### config.mk
export PLATFORM = sky130hd
export DESIGN_NAME = cam_capture
export DESIGN_NICKNAME = d
export VERILOG_FILES = /design/src/rtl/cam_capture.sv
export SDC_FILE = /design/constraint.sdc
export NUM_CORES = 1
export LEC_CHECK = 0
export ABC_AREA = 1
export CAP_MARGIN = 20
export CELL_PAD_IN_SITES_DETAIL_PLACEMENT = 0
export CELL_PAD_IN_SITES_GLOBAL_PLACEMENT = 1
export CORE_AREA = 2 2 119 121
export DETAILED_ROUTE_END_ITERATION = 10
export DIE_AREA = 0 0 121 123
export GPL_TIMING_DRIVEN = 0
export PLACE_DENSITY = 0.75
export SETUP_SLACK_MARGIN = 0.5
export SLEW_MARGIN = 20
export SYNTH_ARGS = -nofsm -noshare
export SYNTH_HDL_FRONTEND = slang
export SYNTH_SLANG_ARGS = --single-unit
### constraint.sdc
create_clock -name clk -period 6.38 [get_ports clk]
set_input_delay 1.276 -clock clk [delete_from_list [all_inputs] [get_ports clk]]
set_output_delay 1.276 -clock clk [all_outputs]
set_load 0.02 [all_outputs]
### src/rtl/cam_capture.sv
// Camera capture front end: packs registered 8-bit camera bytes into RGB565 pixels tagged sof/eol.
// Latency: pixel enters the holding register 1 cycle after its 2nd byte; it is visible on pix_* 1 cycle after its push.
// Backpressure: pix_valid/pix_ready; a pixel pushed into a full FIFO is dropped and sets sticky overflow.
// Optional feature: define CAM_CAPTURE_DECIMATE_EN for 2:1 decimation in both axes.

// Small generic first-word-fall-through FIFO; head_dat is valid whenever empty is low.
module cam_capture_fifo #(
  parameter int W     = 18,
  parameter int DEPTH = 4
) (
  input  logic         clk,
  input  logic         reset,
  input  logic         push,
  input  logic [W-1:0] push_dat,
  input  logic         pop,
  output logic         full,
  output logic         empty,
  output logic [W-1:0] head_dat
);
  localparam int AW = (DEPTH > 1) ? $clog2(DEPTH) : 1;
  localparam logic [AW:0] PTR_ONE = 1;

  logic [W-1:0] mem [DEPTH];
  logic [AW:0]  wr_ptr;
  logic [AW:0]  rd_ptr;

  // Extra pointer MSB distinguishes full from empty when the indices match.
  assign empty    = (wr_ptr == rd_ptr);
  assign full     = (wr_ptr[AW] != rd_ptr[AW]) && (wr_ptr[AW-1:0] == rd_ptr[AW-1:0]);
  assign head_dat = mem[rd_ptr[AW-1:0]];

  // Pointer update; the caller only pushes when there is room (or a pop frees it).
  always_ff @(posedge clk or posedge reset) begin
    if (reset) begin
      wr_ptr <= '0;
      rd_ptr <= '0;
    end else begin
      if (push) wr_ptr <= wr_ptr + PTR_ONE;
      if (pop)  rd_ptr <= rd_ptr + PTR_ONE;
    end
  end

  // Storage write; on full+pop the slot written is the one being read out this cycle.
  always_ff @(posedge clk) begin
    if (push) mem[wr_ptr[AW-1:0]] <= push_dat;
  end
endmodule

module cam_capture #(
  parameter int FIFO_DEPTH = 4,
  parameter int LINE_CNT_W = 10
) (
  input  logic                  clk,
  input  logic                  reset,
  input  logic [7:0]            cam_dat,
  input  logic                  cam_href,
  input  logic                  cam_vsync,
  output logic [15:0]           pix_data,
  output logic                  pix_sof,
  output logic                  pix_eol,
  output logic                  pix_valid,
  input  logic                  pix_ready,
  output logic                  frame_done,
  output logic [LINE_CNT_W-1:0] line_count,
  output logic                  overflow,
  input  logic                  overflow_clr
);
  localparam logic [LINE_CNT_W-1:0] LC_ONE = 1;
  localparam logic [LINE_CNT_W-1:0] LC_MAX = '1;

  typedef enum logic [1:0] {SYNC_WAIT, SYNC_LOW, FRAME} state_t;

  state_t      state;
  state_t      state_nxt;
  logic        href_q;
  logic        vsync_q;
  logic        phase;
  logic        sof_arm;
  logic [7:0]  hi_byte;
  logic        held_vld;
  logic        held_sof;
  logic [15:0] held_dat;

  logic        enter_frame;
  logic        vs_rise;
  logic        href_fall;
  logic        line_end;
  logic        byte_acc;
  logic        pix_done;
  logic        keep;

  logic        push_req;
  logic [17:0] push_dat;
  logic        push_ok;
  logic        drop;
  logic        pop;
  logic        fifo_full;
  logic        fifo_empty;
  logic [17:0] head_dat;

  // Frame-sync state register.
  always_ff @(posedge clk or posedge reset) begin
    if (reset) state <= SYNC_WAIT;
    else       state <= state_nxt;
  end

  // Next state plus per-cycle frame events; bytes only count inside FRAME.
  always_comb begin
    state_nxt   = state;
    enter_frame = 1'b0;
    vs_rise     = 1'b0;
    href_fall   = 1'b0;
    byte_acc    = 1'b0;
    case (state)
      SYNC_WAIT: begin
        if (cam_vsync) state_nxt = SYNC_LOW;
      end
      SYNC_LOW: begin
        if (!cam_vsync) begin
          state_nxt   = FRAME;
          enter_frame = 1'b1;
        end
      end
      FRAME: begin
        vs_rise   = cam_vsync & ~vsync_q;
        href_fall = href_q & ~cam_href;
        byte_acc  = cam_href & ~cam_vsync;
        if (vs_rise) state_nxt = SYNC_LOW;
      end
      default: state_nxt = SYNC_WAIT;
    endcase
  end

  // A line ends on href fall, or abruptly when vsync rises mid-line.
  assign line_end = href_fall | vs_rise;
  assign pix_done = byte_acc & phase;

`ifdef CAM_CAPTURE_DECIMATE_EN
  logic pix_odd;

  // In-line pixel index parity; only even pixels of even lines survive.
  always_ff @(posedge clk or posedge reset) begin
    if (reset)                       pix_odd <= 1'b0;
    else if (enter_frame | line_end) pix_odd <= 1'b0;
    else if (pix_done)               pix_odd <= ~pix_odd;
  end

  assign keep = ~line_count[0] & ~pix_odd;
`else
  assign keep = 1'b1;
`endif

  // Registered copies of href/vsync for edge detection.
  always_ff @(posedge clk or posedge reset) begin
    if (reset) begin
      href_q  <= 1'b0;
      vsync_q <= 1'b0;
    end else begin
      href_q  <= cam_href;
      vsync_q <= cam_vsync;
    end
  end

  // Push selection: the held pixel leaves with eol at line end, or without eol when displaced by a newer pixel.
  always_comb begin
    push_req = 1'b0;
    push_dat = '0;
    if (line_end && held_vld) begin
      push_req = 1'b1;
      push_dat = {held_sof, 1'b1, held_dat};
    end else if (pix_done && keep && held_vld) begin
      push_req = 1'b1;
      push_dat = {held_sof, 1'b0, held_dat};
    end
  end

  assign pop     = ~fifo_empty & pix_ready;
  assign push_ok = push_req & (~fifo_full | pop);
  assign drop    = push_req & ~push_ok;

  // Byte packing, one-pixel holding register, sof arming and line counting.
  always_ff @(posedge clk or posedge reset) begin
    if (reset) begin
      phase      <= 1'b0;
      sof_arm    <= 1'b0;
      hi_byte    <= '0;
      held_vld   <= 1'b0;
      held_sof   <= 1'b0;
      held_dat   <= '0;
      line_count <= '0;
    end else if (enter_frame) begin
      phase      <= 1'b0;
      sof_arm    <= 1'b1;
      held_vld   <= 1'b0;
      line_count <= '0;
    end else if (line_end) begin
      // Any dangling high byte is discarded here.
      phase    <= 1'b0;
      held_vld <= 1'b0;
      if (href_fall && (line_count != LC_MAX)) line_count <= line_count + LC_ONE;
    end else if (byte_acc) begin
      if (!phase) begin
        hi_byte <= cam_dat;
        phase   <= 1'b1;
      end else begin
        phase <= 1'b0;
        if (keep) begin
          held_vld <= 1'b1;
          held_dat <= {hi_byte, cam_dat};
          held_sof <= sof_arm;
          sof_arm  <= 1'b0;
        end
      end
    end
  end

  // Sticky overflow (a drop beats a clear) and the frame-end pulse.
  always_ff @(posedge clk or posedge reset) begin
    if (reset) begin
      overflow   <= 1'b0;
      frame_done <= 1'b0;
    end else begin
      frame_done <= vs_rise;
      if (drop)              overflow <= 1'b1;
      else if (overflow_clr) overflow <= 1'b0;
    end
  end

  cam_capture_fifo #(
    .W     (18),
    .DEPTH (FIFO_DEPTH)
  ) u_fifo (
    .clk      (clk),
    .reset    (reset),
    .push     (push_ok),
    .push_dat (push_dat),
    .pop      (pop),
    .full     (fifo_full),
    .empty    (fifo_empty),
    .head_dat (head_dat)
  );

  // Outputs read as zero while the FIFO is empty.
  assign pix_valid = ~fifo_empty;
  assign {pix_sof, pix_eol, pix_data} = pix_valid ? head_dat : 18'h0;
endmodule

* Yosys cells after proc, flatten, opt, wreduce, memory -nomap -nowiden
Memories as Yosys holds them, arrays and structs flattened.
Cells that the tools add are included.
** Cells by class
- Bitwise gates (word level) :: 18
- Equal/unequal tests :: 10
- Add/sub/neg operators :: 3
- Muxes and demuxes :: 33
- Reductions and logical operators :: 18
** Operator list (number)
- $mux W18 :: 3
- $mux W10 :: 3
- $mux W1 :: 23
- $add A10 B1 Y10 const B :: 1
- $ne A10 B10 Y1 const B :: 1
- $reduce_bool A2 Y1 :: 5
- $not A1 Y1 :: 9
- $ne A2 B2 Y1 const B :: 4
- $reduce_and A4 Y1 :: 2
- $and A1 B1 Y1 :: 7
- $add A3 B1 Y3 const B :: 2
- $mux W2 :: 3
- $pmux W2 S3 :: 1
- $reduce_and A3 Y1 :: 2
- $reduce_bool A3 Y1 :: 2
- $logic_and A1 B1 Y1 :: 4
- $reduce_and A2 Y1 :: 2
- $eq A3 B3 Y1 :: 1
- $eq A2 B1 Y1 const B :: 1
- $eq A2 B2 Y1 :: 1
- $eq A2 B2 Y1 const B :: 1
- $logic_not A2 Y1 :: 1
- $or A1 B1 Y1 :: 2
- $ne A1 B1 Y1 :: 1
** Storage, ports and cells
- Logic and storage cells :: 97
- Bits in writable memories :: 72
- Bits in registers :: 50
- Bits of input ports :: 14
- Output and inout port bits :: 31
- Memories :: 1
** Memories
- u_fifo.mem :: words 4, width 18, read ports 1, clocked after memory_dff 0, write ports 1, RTL line 23 : logic [W-1:0] mem [DEPTH];

* Longest topological paths before layout
- Depth after elaboration :: 11
- Depth in mapped cells :: 10
- Depth with buffers taken out :: 10

* Cells and area by module
Synthesis repeated with hierarchy kept, for this count alone.
** Unflattened totals
- Cells, all modules :: 548
- Area, all modules :: 5738.0 um^2
** By module, submodules not included
- cam_capture_fifo :: seq. area each 2312.2 um^2, times used 1, cells each 253, area an instance 3513.4 um^2
- cam_capture :: seq. area each 1101.1 um^2, times used 1, cells each 295, area an instance 2224.6 um^2

* Worst setup path after synthesis
No wires, ideal clock.
- Path type :: in2reg
- From :: in cam_vsync
- To :: mem u_fifo.mem[0][0] (enable)
- Stages :: 8
- Buffers on the path :: 0
- Data required time :: 5.987 ns
- Setup slack :: 3.300 ns
- Library setup time :: 0.393 ns
- Arrival :: 2.688 ns
- Cell sequence :: inv_2 nor2_1 nand2_1 nand2_2 nand2_2 nand2_2 nand2_2 nor2_1
** On the way
- Longest elaborated chain between the ends :: 10
- Elaborated cells between the ends (all ways) :: 14
- Those cells by class :: 6 x mux; 6 x bitwise; 2 x reduce/logical
** Ends and longest elaborated chain
- from (decl) :: RTL line 57 : input logic cam_vsync,
- $not A1 Y1 :: RTL line 127 : byte_acc = cam_href & ~cam_vsync;
- $and A1 B1 Y1 :: RTL line 127
- $mux W1 :: RTL line 114 : case (state)
- $and A1 B1 Y1 :: RTL line 136 : assign pix_done = byte_acc & phase;
- $logic_and A1 B1 Y1 :: RTL line 171 : end else if (pix_done && keep && held_vld) begin
- $mux W1 :: RTL line 171
- $mux W1 * :: RTL line 168 : if (line_end && held_vld) begin
- $and A1 B1 Y1 * :: RTL line 178 : assign push_ok = push_req & (~fifo_full | pop);
- $mux W1 * :: RTL line 45 : if (push) mem[wr_ptr[AW-1:0]] <= push_dat;
- $mux W1 (implied by the code) * :: RTL line 45
- to (decl) :: RTL line 23
Every way passes the cells marked *; elsewhere a longest branch is shown, timed or not.

* Final worst setup path
- From :: reg u_fifo.rd_ptr[0]
- To :: out pix_data[3]
** On the way
- Longest elaborated chain between the ends :: 2
- Elaborated cells between the ends (all ways) :: 3
- Those cells by class :: 1 x eq/ne; 1 x mux; 1 x memory
** Ends and longest elaborated chain
- from (decl) :: RTL line 25 : logic [AW:0] rd_ptr;
- from (signal assigned) :: RTL line 39 : if (pop) rd_ptr <= rd_ptr + PTR_ONE;
- $mem_v2 Z4 W18 or $eq A3 B3 Y1 (tied branches)
- $mux W18 * :: RTL line 245 : assign {pix_sof, pix_eol, pix_data} = pix_valid ? head_dat : 18'h0;
- to (decl) :: RTL line 58 : output logic [15:0] pix_data,
Marks and branches as above.

==> run metrics <==
endpoints failing hold 0; status complete, no violations; clk slew on worst S/H paths 60 ps; CP Class reg -> out; most frequent cells in the layout nand2_1 (86), nor2_1 (73), edfxtp_1 (72), inv_1 (63), o21ai_0 (62); Synth Warn # 0; Least-Margin Pin Slew 763 ps; sequential area share after synthesis 64.5%; gr usage total 16.6%; final wirelength 11.3 mm; Die W 121 um; largest net degree at the start of global routing 36; routability-driven placement congestion ratio 0.774; 1st-pass router iterations 4; clk sinks 122; Final ANT Viol Nets 0; DR iter-0 viols 289; Root Buffer clkbuf_16; fmax 260 MHz; clock skew after layout 9.44 ps; Post-route DRC 0; Worst Setup End Kind output pin; CTS tree done; RSZ-0062 raised after global routing no; flip-flop and latch count after synthesis 122; post-route setup TNS 0 ps; first-pass GRT wire length 18.6 mm; Final Critical Period 3850 ps; Slew HR 49.1%; Setup Buffers After CTS 0; pwr/cell area 448 nW/um^2; WP data arrival 2580 ps; period utilization 60.4%; core box area 13,600 um^2; port bufs 44; post-synthesis average cell area 10.0 um^2; hold-fix buffers at CTS 0; Net Count, Synth 547; final setup fails 0; Post-DP HPWL 7.90 mm; Slew Limit Fails 0; synth-to-layout area growth 26.7%; row cnt 43; Layout Nets 615; CP startpoint kind register; Worst EP required 5100 ps; Final Worst Setup Slack 2530 ps; CTS resizes 0; static leakage 2.97 nW; hold crit path type reg -> reg; full die area 14,900 um^2; Initial Utilization 38.9%; H-tree depth 4; initial antenna violation count 0; io pins 45; pre-CTS WS 2420 ps; most common cell after layout, fill and taps aside nand2_1; total congestion overflow 0; MaxCap Viol Count 0; Mapped Cells 527; Die Y 123 um; Cell Area, Synth 5290 um^2; vias in the first global route 3,638; synth unique cells 29; CTS max path bufs 2; via count 3,696; Avg WL per Cell 14.4 um; worst-skew pair later-pin latency 410 ps; drt via density 4.69; CTS Buf Count 17; antenna fix cells 0; Max VDD drop 0.190 mV; crit-path max FO 10; layout cell share with drive strength beyond 1 11.2%
## flip-flops by register name (all words and copies together) (netlist names), 2 cells and up
signal and flops:
held_dat 16, hi_byte 8, line_count 10, state 2, u_fifo.mem 72, u_fifo.rd_ptr 3, u_fifo.wr_ptr 3
## final timing paths
| path | endpoint | slack [ps] | cells past startpoint | start |
|---|---|---|---|---|
| min reg2reg | held_dat[15]$_DFFE_PP0P_ | 480 | 2 | held_dat[15]$_DFFE_PP0P_ |
| min in group asynchronous | href_q$_DFF_PP0_ | 1170 | 2 | reset |
| max in group asynchronous | hi_byte[0]$_DFFE_PP0P_ | 4690 | 3 | reset |
| min | held_dat[15]$_DFFE_PP0P_ | 480 | 2 | held_dat[15]$_DFFE_PP0P_ |
| max | pix_data[3] | 2530 | 7 | u_fifo.rd_ptr[0]$_DFFE_PP0P_ |
| max reg2reg | u_fifo.mem[2][3]$_DFFE_PP_ | 3940 | 10 | state[0]$_DFFE_PP0P_ |
## worst max-delay path, stage by stage, from the launching register on
cell	delay (ps)
dfrtp_1	410
clkinv_1	190
clkbuf_1	430
nor2_1	70
o21ai_0	310
nand2_1	100
inv_1	70
clkdlybuf4s50_1	600
## cell families after synthesis
logic type                 synth area share (%)
AOI/OAI and AO/OA                          10.6
adders and majority gates                  1.42
DFF                                        64.5
buffers and inverters                      6.55
xor gates and xnor gates                   1.32
and+or+nand+nor                            15.6
## through the flow
step                total power, mW  instance area, um^2  util [%]  std cells  hold WS (ps)
global placement               1.94                 5960      43.8        751           459
detailed placement             1.96                 6040      44.4        756           473
global route                   3.17                 6710      49.3        788           513
finish                         3.00                 6710      49.3        788           475
CTS                            3.03                 6710      49.3        788           487
floorplan                      1.58                 5290         -        527           436
## cell usage after synthesis (all sizes together)
| cell type | instances | share of area, % |
|---|---|---|
| ha | 6 | 1.4 |
| clkinv | 1 | 0.071 |
| a21oi | 18 | 1.7 |
| o22ai | 1 | 0.12 |
| nor2 | 79 | 5.8 |
| clkbuf | 7 | 0.50 |
| edfxtp | 72 | 41 |
| dfrtp | 50 | 24 |
| buf | 12 | 1.3 |
| a21boi | 9 | 1.3 |
| nand3 | 20 | 2.1 |
| xor2 | 7 | 1.2 |
| xnor2 | 1 | 0.17 |
| a211oi | 1 | 0.14 |
| o21ai | 78 | 7.4 |
| nand4 | 2 | 0.24 |
| nor3 | 2 | 0.28 |
| nand2 | 95 | 7.2 |
| inv | 66 | 4.7 |
## routing by layer
layer,vias up,track usage (%),wire length (um)
met5,-,0,0
met4,0,6.61,194
met3,17,3.97,504
met2,79,26.9,5400
met1,1733,21.5,5220
li1,1867,-,-
## cell type report
cell class / count / area [um^2]
Fill cell: 1233 / 6900
Sequential cell: 122 / 3410
Multi-Input combinational cell: 319 / 1540
Timing Repair Buffer: 49 / 513
Clock buffer: 19 / 453
Inverter: 67 / 251
Tap cell: 180 / 225
Clock inverter: 13 / 214
Buffer: 19 / 95.1
## power breakdown
group / switching, mW / leakage (nW) / internal [mW]
logic: 0.563 / 1.27 / 0.380
clock network: 0.352 / 0.320 / 0.717
registers: 0.0680 / 1.38 / 0.923
total: 0.983 / 2.97 / 2.02
(Power assumes the default switching activity.)
